File: config.mk
export PLATFORM = sky130hd
export DESIGN_NAME = triangle_seq_flat
export DESIGN_NICKNAME = d
export VERILOG_FILES = /design/src/rtl/triangle_seq_if.sv /design/src/rtl/triangle_seq.sv /design/src/flat_wrapper.sv
export SDC_FILE = /design/constraint.sdc
export NUM_CORES = 1
export LEC_CHECK = 0
export ABC_CLOCK_PERIOD_IN_PS = 3800
export CAP_MARGIN = 20
export CORE_MARGIN = 10
export CORE_UTILIZATION = 45
export DETAILED_ROUTE_END_ITERATION = 12
export PLACE_DENSITY = 0.67
export SYNTH_ARGS = -nofsm -noshare
export SYNTH_HDL_FRONTEND = slang
export SYNTH_SLANG_ARGS = --single-unit
File: constraint.sdc
create_clock -name clk -period 3.8 [get_ports clk]
set_input_delay 0.76 -clock clk [delete_from_list [all_inputs] [get_ports clk]]
set_output_delay 0.76 -clock clk [all_outputs]
set_load 0.01 [all_outputs]
File: src/rtl/triangle_seq_if.sv
// Job/result handshake bundle for triangle_seq: job source on the master side,
// calculator on the slave side.
interface triangle_seq_if;
   logic        in_valid;
   logic        in_ready;
   logic [7:0]  a;
   logic [7:0]  b;
   logic [7:0]  c;
   logic [7:0]  base;
   logic [7:0]  height;
   logic        out_valid;
   logic        out_ready;
   logic [9:0]  perimeter;
   logic [15:0] area;
   logic        tri_ok;
   logic        busy;
   logic [7:0]  job_count;

   modport master (
      output in_valid, a, b, c, base, height, out_ready,
      input  in_ready, out_valid, perimeter, area, tri_ok, busy, job_count
   );

   modport slave (
      input  in_valid, a, b, c, base, height, out_ready,
      output in_ready, out_valid, perimeter, area, tri_ok, busy, job_count
   );
endinterface

File: src/rtl/triangle_seq.sv
// Sequenced triangle calculator: one shared 10-bit adder for the perimeter and
// an 8-step shift-add multiplier for the area, with valid/ready on both sides.
module triangle_seq (
   input  logic           clk,
   input  logic           rst,
   triangle_seq_if.slave  bus
);
   typedef enum logic [2:0] {
      S_IDLE,
      S_SUM0,
      S_SUM1,
      S_CHK,
      S_MUL,
      S_DONE
   } state_t;

   state_t      r_state;
   logic [7:0]  r_a;
   logic [7:0]  r_b;
   logic [7:0]  r_c;
   logic [7:0]  r_base;
   logic [7:0]  r_height;
   logic [9:0]  r_acc;
   logic [15:0] r_prod;
   logic [2:0]  r_cnt;
   logic [9:0]  r_perim;
   logic [15:0] r_area;
   logic        r_ok;
   logic        r_in_ready;
   logic        r_out_valid;
   logic [7:0]  r_jobs;

   logic [9:0]  w_add_a;
   logic [9:0]  w_add_b;
   logic [9:0]  w_sum;
   logic [15:0] w_pp;
   logic [15:0] w_prod_nxt;

   // The single adder sees a+b in SUM0 and acc+c in SUM1.
   always_comb begin
      w_add_a = r_acc;
      w_add_b = {2'b00, r_c};
      if (r_state == S_SUM0) begin
         w_add_a = {2'b00, r_a};
         w_add_b = {2'b00, r_b};
      end
      w_sum      = w_add_a + w_add_b;
      w_pp       = r_height[r_cnt] ? ({8'b0, r_base} << r_cnt) : '0;
      w_prod_nxt = r_prod + w_pp;
   end

   always_ff @(posedge clk) begin
      if (rst) begin
         r_state     <= S_IDLE;
         r_a         <= '0;
         r_b         <= '0;
         r_c         <= '0;
         r_base      <= '0;
         r_height    <= '0;
         r_acc       <= '0;
         r_prod      <= '0;
         r_cnt       <= '0;
         r_perim     <= '0;
         r_area      <= '0;
         r_ok        <= 1'b0;
         r_in_ready  <= 1'b1;
         r_out_valid <= 1'b0;
         r_jobs      <= '0;
      end else begin
         case (r_state)
            S_IDLE: begin
               if (bus.in_valid) begin
                  r_a        <= bus.a;
                  r_b        <= bus.b;
                  r_c        <= bus.c;
                  r_base     <= bus.base;
                  r_height   <= bus.height;
                  r_in_ready <= 1'b0;
                  r_state    <= S_SUM0;
               end
            end
            S_SUM0: begin
               r_acc   <= w_sum;
               r_state <= S_SUM1;
            end
            S_SUM1: begin
               r_acc   <= w_sum;
               r_perim <= w_sum;
               r_state <= S_CHK;
            end
            S_CHK: begin
               r_ok    <= ({1'b0, r_a, 1'b0} < r_perim) &&
                          ({1'b0, r_b, 1'b0} < r_perim) &&
                          ({1'b0, r_c, 1'b0} < r_perim);
               r_prod  <= '0;
               r_cnt   <= '0;
               r_state <= S_MUL;
            end
            S_MUL: begin
               r_prod <= w_prod_nxt;
               r_cnt  <= r_cnt + 3'd1;
               if (r_cnt == 3'd7) begin
                  r_area      <= w_prod_nxt >> 1;
                  r_out_valid <= 1'b1;
                  r_state     <= S_DONE;
               end
            end
            S_DONE: begin
               if (bus.out_ready) begin
                  r_out_valid <= 1'b0;
                  r_in_ready  <= 1'b1;
                  r_jobs      <= r_jobs + 8'd1;
                  r_state     <= S_IDLE;
               end
            end
            default: begin
               r_in_ready  <= 1'b1;
               r_out_valid <= 1'b0;
               r_state     <= S_IDLE;
            end
         endcase
      end
   end

   assign bus.in_ready  = r_in_ready;
   assign bus.busy      = !r_in_ready;
   assign bus.out_valid = r_out_valid;
   assign bus.perimeter = r_perim;
   assign bus.area      = r_area;
   assign bus.tri_ok    = r_ok;
   assign bus.job_count = r_jobs;
endmodule
File: src/flat_wrapper.sv
// flat-port wrapper written by rule: the top's interface ports become plain ports
module triangle_seq_flat 
  (clk, rst, bus_in_valid, bus_a, bus_b, bus_c, bus_base, bus_height, bus_out_ready, bus_in_ready, bus_out_valid, bus_perimeter, bus_area, bus_tri_ok, bus_busy, bus_job_count);
  triangle_seq_if bus_i ();
  input  logic clk;
  input  logic rst;
  input wire logic [$bits(bus_i.in_valid)-1:0] bus_in_valid;
  input wire logic [$bits(bus_i.a)-1:0] bus_a;
  input wire logic [$bits(bus_i.b)-1:0] bus_b;
  input wire logic [$bits(bus_i.c)-1:0] bus_c;
  input wire logic [$bits(bus_i.base)-1:0] bus_base;
  input wire logic [$bits(bus_i.height)-1:0] bus_height;
  input wire logic [$bits(bus_i.out_ready)-1:0] bus_out_ready;
  output wire logic [$bits(bus_i.in_ready)-1:0] bus_in_ready;
  output wire logic [$bits(bus_i.out_valid)-1:0] bus_out_valid;
  output wire logic [$bits(bus_i.perimeter)-1:0] bus_perimeter;
  output wire logic [$bits(bus_i.area)-1:0] bus_area;
  output wire logic [$bits(bus_i.tri_ok)-1:0] bus_tri_ok;
  output wire logic [$bits(bus_i.busy)-1:0] bus_busy;
  output wire logic [$bits(bus_i.job_count)-1:0] bus_job_count;
  assign bus_i.in_valid = bus_in_valid;
  assign bus_i.a = bus_a;
  assign bus_i.b = bus_b;
  assign bus_i.c = bus_c;
  assign bus_i.base = bus_base;
  assign bus_i.height = bus_height;
  assign bus_i.out_ready = bus_out_ready;
  assign bus_in_ready = bus_i.in_ready;
  assign bus_out_valid = bus_i.out_valid;
  assign bus_perimeter = bus_i.perimeter;
  assign bus_area = bus_i.area;
  assign bus_tri_ok = bus_i.tri_ok;
  assign bus_busy = bus_i.busy;
  assign bus_job_count = bus_i.job_count;
  triangle_seq u_core (.clk(clk), .rst(rst), .bus(bus_i));
endmodule
==> impl_metrics.yaml <==
logic_synthesis:
  syn_area_sq_mm: 0.006238
  ys_seq_area_frac: 0.3466
  yosysWarnings: 0
  synth_area_leaders: "dfxtp_1 35%, nand2_1 12%, ha_1 10%"
  synthCells: 811
  synthArstFlopShare: 0
  synth_top_flop_cell: "dfxtp_1"
  yosysTopAreaCell: "dfxtp_1"
  ys_seq_elements: 108
  syn_nets: 907
  synth_top_area_frac: 0.3466
  synth_edf_count: 0
  syn_avg_cell_area_sq_um: 7.692
  ys_types: 65
worst_setup_path:
  rrSetupSlack_ns: 0.51
  critPathArrivalTime_ns: 3.58
  crit_type: "reg -> reg"
  crit_buf_inv: 0
  path_max_fanout: 9
  start_kind: "flop"
  cp_slowest_cell: "dfxtp_1"
  path_delay_family: "compound AO/OA/AOI/OAI gates"
  worst_ep_required_time_ns: 4.09
  worstReg2RegStart: "u_core.r_cnt[1]"
  ff2ff_path_depth: 11
  path_cells: "mux4_2 -> nand2_1 -> and2_1 -> a21oi_1 -> ha_1 -> a21o_1 -> a221oi_2 -> o211ai_2 -> o211ai_1 -> mux2i_1 -> o2bb2ai_1"
  endpoint_kind: "flop"
  reg2reg_to: "u_core.bus.area[11]"
  crit_path_max_incr_delay_ns: 0.57
clock_tree:
  insertion_delay_ns: 0.36
  clock_sinks: 108
  clock_path_buffers: 2
  cts_resized: 0
  cts_root_buffer: "clkbuf_16"
  post_cts.repair.setup_buffers: 0
  htreeDepth: 3
  cts_buffers: 9
  cts.clk_slew.worst_paths_ns: 0.07
  cts_tree: "built"
  hold_buffers: 0
sta:
  slew_headroom: 0.4453
  setup_viol: 0
  slew_viol_final: 0
  tightest_slew_ns: 0.8289
  setup_tns_ns: 0
  fin_ws_ns: 0.5110
  hold_violations: 0
  finClkSkew_ns: 0.006187
  post-route-period-util: 0.8655
  fmax_mhz: 304.0
  period_minus_slack_ns: 3.289
  rsz0062_at_grt: "no"
floorplan:
  die_area_sq_mm: 0.01897
  start_util: 0.4655
  rows: 42
  ios: 82
  core_area_sq_mm: 0.01340
  die_height_um: 137.7
  die_x_um: 137.7
drt:
  viasPerCell: 5.450
  top_layer: "met4"
  route.vias.total: 5712
  avgRoutedWirePerCell_um: 15.77
  dr_wl_met3_um: 600
  initialDrtViolationCount: 330
  wl_met1_mm: 7.031
  drc_errors: 0
  drtAntennaViolNets: 0
  routed_wl_mm: 16.52
  drtPass1Iterations: 5
  met2_length_mm: 8.505
worst_hold_path:
  hold_class: "reg -> reg"
  min_path_cells: 2
  min_to: "u_core.bus.area[12]"
  worstHoldStart: "u_core.bus.area[12]"
power:
  powerDensity_mw_per_mm2: 346.4
  p_switching_uw: 739.4
  leakage_uw: 0.002982
  pwr-share-seq: 0.480
  swShare: 0.2877
  peakVddDrop_v: 0.0002208
  p_int_uw: 1830
  comb_power_share: 0.178
  p_clk_frac: 0.342
layout:
  drive_above_1_share: 0.04587
  antenna-diode-count: 0
  final_nets: 963
  syn2layout_area_growth_pct: 18.93
global_routing:
  track_usage: 0.1770
  grt_max_degree: 74
  antenna_found_initial: 0
  first_global_vias: 5653
  overflow: 0
  grt_pass1_wl_mm: 27.48
placement:
  pre_cts_slack_ns: 0.5565
  io_buffers: 80
  gp_congestion: 0.9148
  place_hpwl_mm: 12.37
flow_run:
  cap_violations: 0
outcome:
  status: "finished, final reports clean"
## layout by cell type (no fill, tap or decap), types with 9 or more instances in the layout
cell and n:
nand2b_1 9, xor2_1 16, inv_1 18, nand2_1 205, a211oi_1 11, buf_4 10
dfxtp_1 108, a2111oi_0 9, nor2_1 77, clkdlybuf4s50_1 79, clkbuf_16 9, a21oi_1 95
o21ai_0 13, xnor2_1 10, a21o_1 13, nor3_1 10, mux2i_1 14, ha_1 50
nand3_1 14
## flip-flops by register name (all words and copies together) (netlist names)
signal                count
u_core.r_cnt              3
u_core.bus.area          15
u_core.r_base             8
u_core.r_a                8
u_core.r_acc             10
u_core.r_b                8
u_core.bus.out_valid      1
u_core.r_state            3
u_core.bus.job_count      8
u_core.bus.perimeter     10
u_core.r_c                8
u_core.r_height           8
u_core.bus.tri_ok         1
u_core.r_prod            16
u_core.bus.in_ready       1
## worst max-delay path by stage
stage	startpoint	endpoint	slack [ns]	cells past startpoint
after floorplan	u_core.r_cnt[0]	u_core.bus.area[13]	0.57	13
after global placement	u_core.r_cnt[1]	u_core.bus.area[13]	0.65	11
after detailed placement	u_core.r_cnt[1]	u_core.bus.area[11]	0.56	11
after CTS	u_core.r_cnt[1]	u_core.bus.area[11]	0.53	11
after global routing	u_core.r_cnt[1]	u_core.bus.area[13]	0.26	12
final	u_core.r_cnt[1]	u_core.bus.area[11]	0.51	11
## worst min-delay path, cell delays in order, from the launching register on
cell and delay (ns):
dfxtp_1 0.31, nand2_1 0.05, a21oi_1 0.05
## logic make-up (layout without fill, tap and decap cells)
group | after synthesis | in the layout | share of synthesized area
fa+ha+maj | 52 | 52 | 0.1067
buf+inv | 62 | 123 | 0.04051
flops | 108 | 108 | 0.3466
simple gates | 355 | 355 | 0.2453
compound gates | 189 | 189 | 0.1905
mux | 18 | 18 | 0.03329
other cells | 1 | 1 | 0.0006011
xor+xnor | 26 | 26 | 0.03650
## metal layers
layer / up-vias / track usage
li1: 2911 / -
met1: 2678 / 0.2016
met2: 99 / 0.3183
met3: 24 / 0.03751
met4: 0 / 0.06257
met5: - / 0
## stage by stage
step / instance area (sq um) / power (uW) / hold slack, ns / instances / utilization
2_1_floorplan: 6238 / 1557 / 0.4297 / 811 / -
3_3_place_gp: 7148 / 1700 / 0.4390 / 1032 / 0.5334
3_5_place_dp: 7148 / 1715 / 0.4489 / 1032 / 0.5334
4_1_cts: 7420 / 2600 / 0.4601 / 1048 / 0.5537
5_1_grt: 7420 / 2712 / 0.4702 / 1048 / 0.5537
6_report: 7420 / 2570 / 0.4587 / 1048 / 0.5537
## final cells by class
cell class,instances,area (sq um)
timing repair buffer,89,865.8
inverter,18,67.56
fill,1283,5981
tap,176,220.2
clock buffer,11,232.7
sequential,108,2162
clock inverter,5,38.79
multi-input combinational,641,3832
## synth_stat cells, types with 9 or more instances
master	instances
nand2_1	205
dfxtp_1	108
a21oi_1	95
nor2_1	77
ha_1	50
clkbuf_1	30
inv_1	18
xor2_1	16
mux2i_1	14
nand3_1	14
a21o_1	13
o21ai_0	13
a211oi_1	11
nor3_1	10
xnor2_1	10
a2111oi_0	9
nand2b_1	9
## power groups by stage
stage               clock [uW]  sequential [uW]  combinational, uW
finish                     879             1230                457
global route               955             1240                516
CTS                        907             1230                460
detailed placement           0             1260                456
global placement             0             1260                443
floorplan                    0             1240                314
Power figures use the tool's default switching activity.
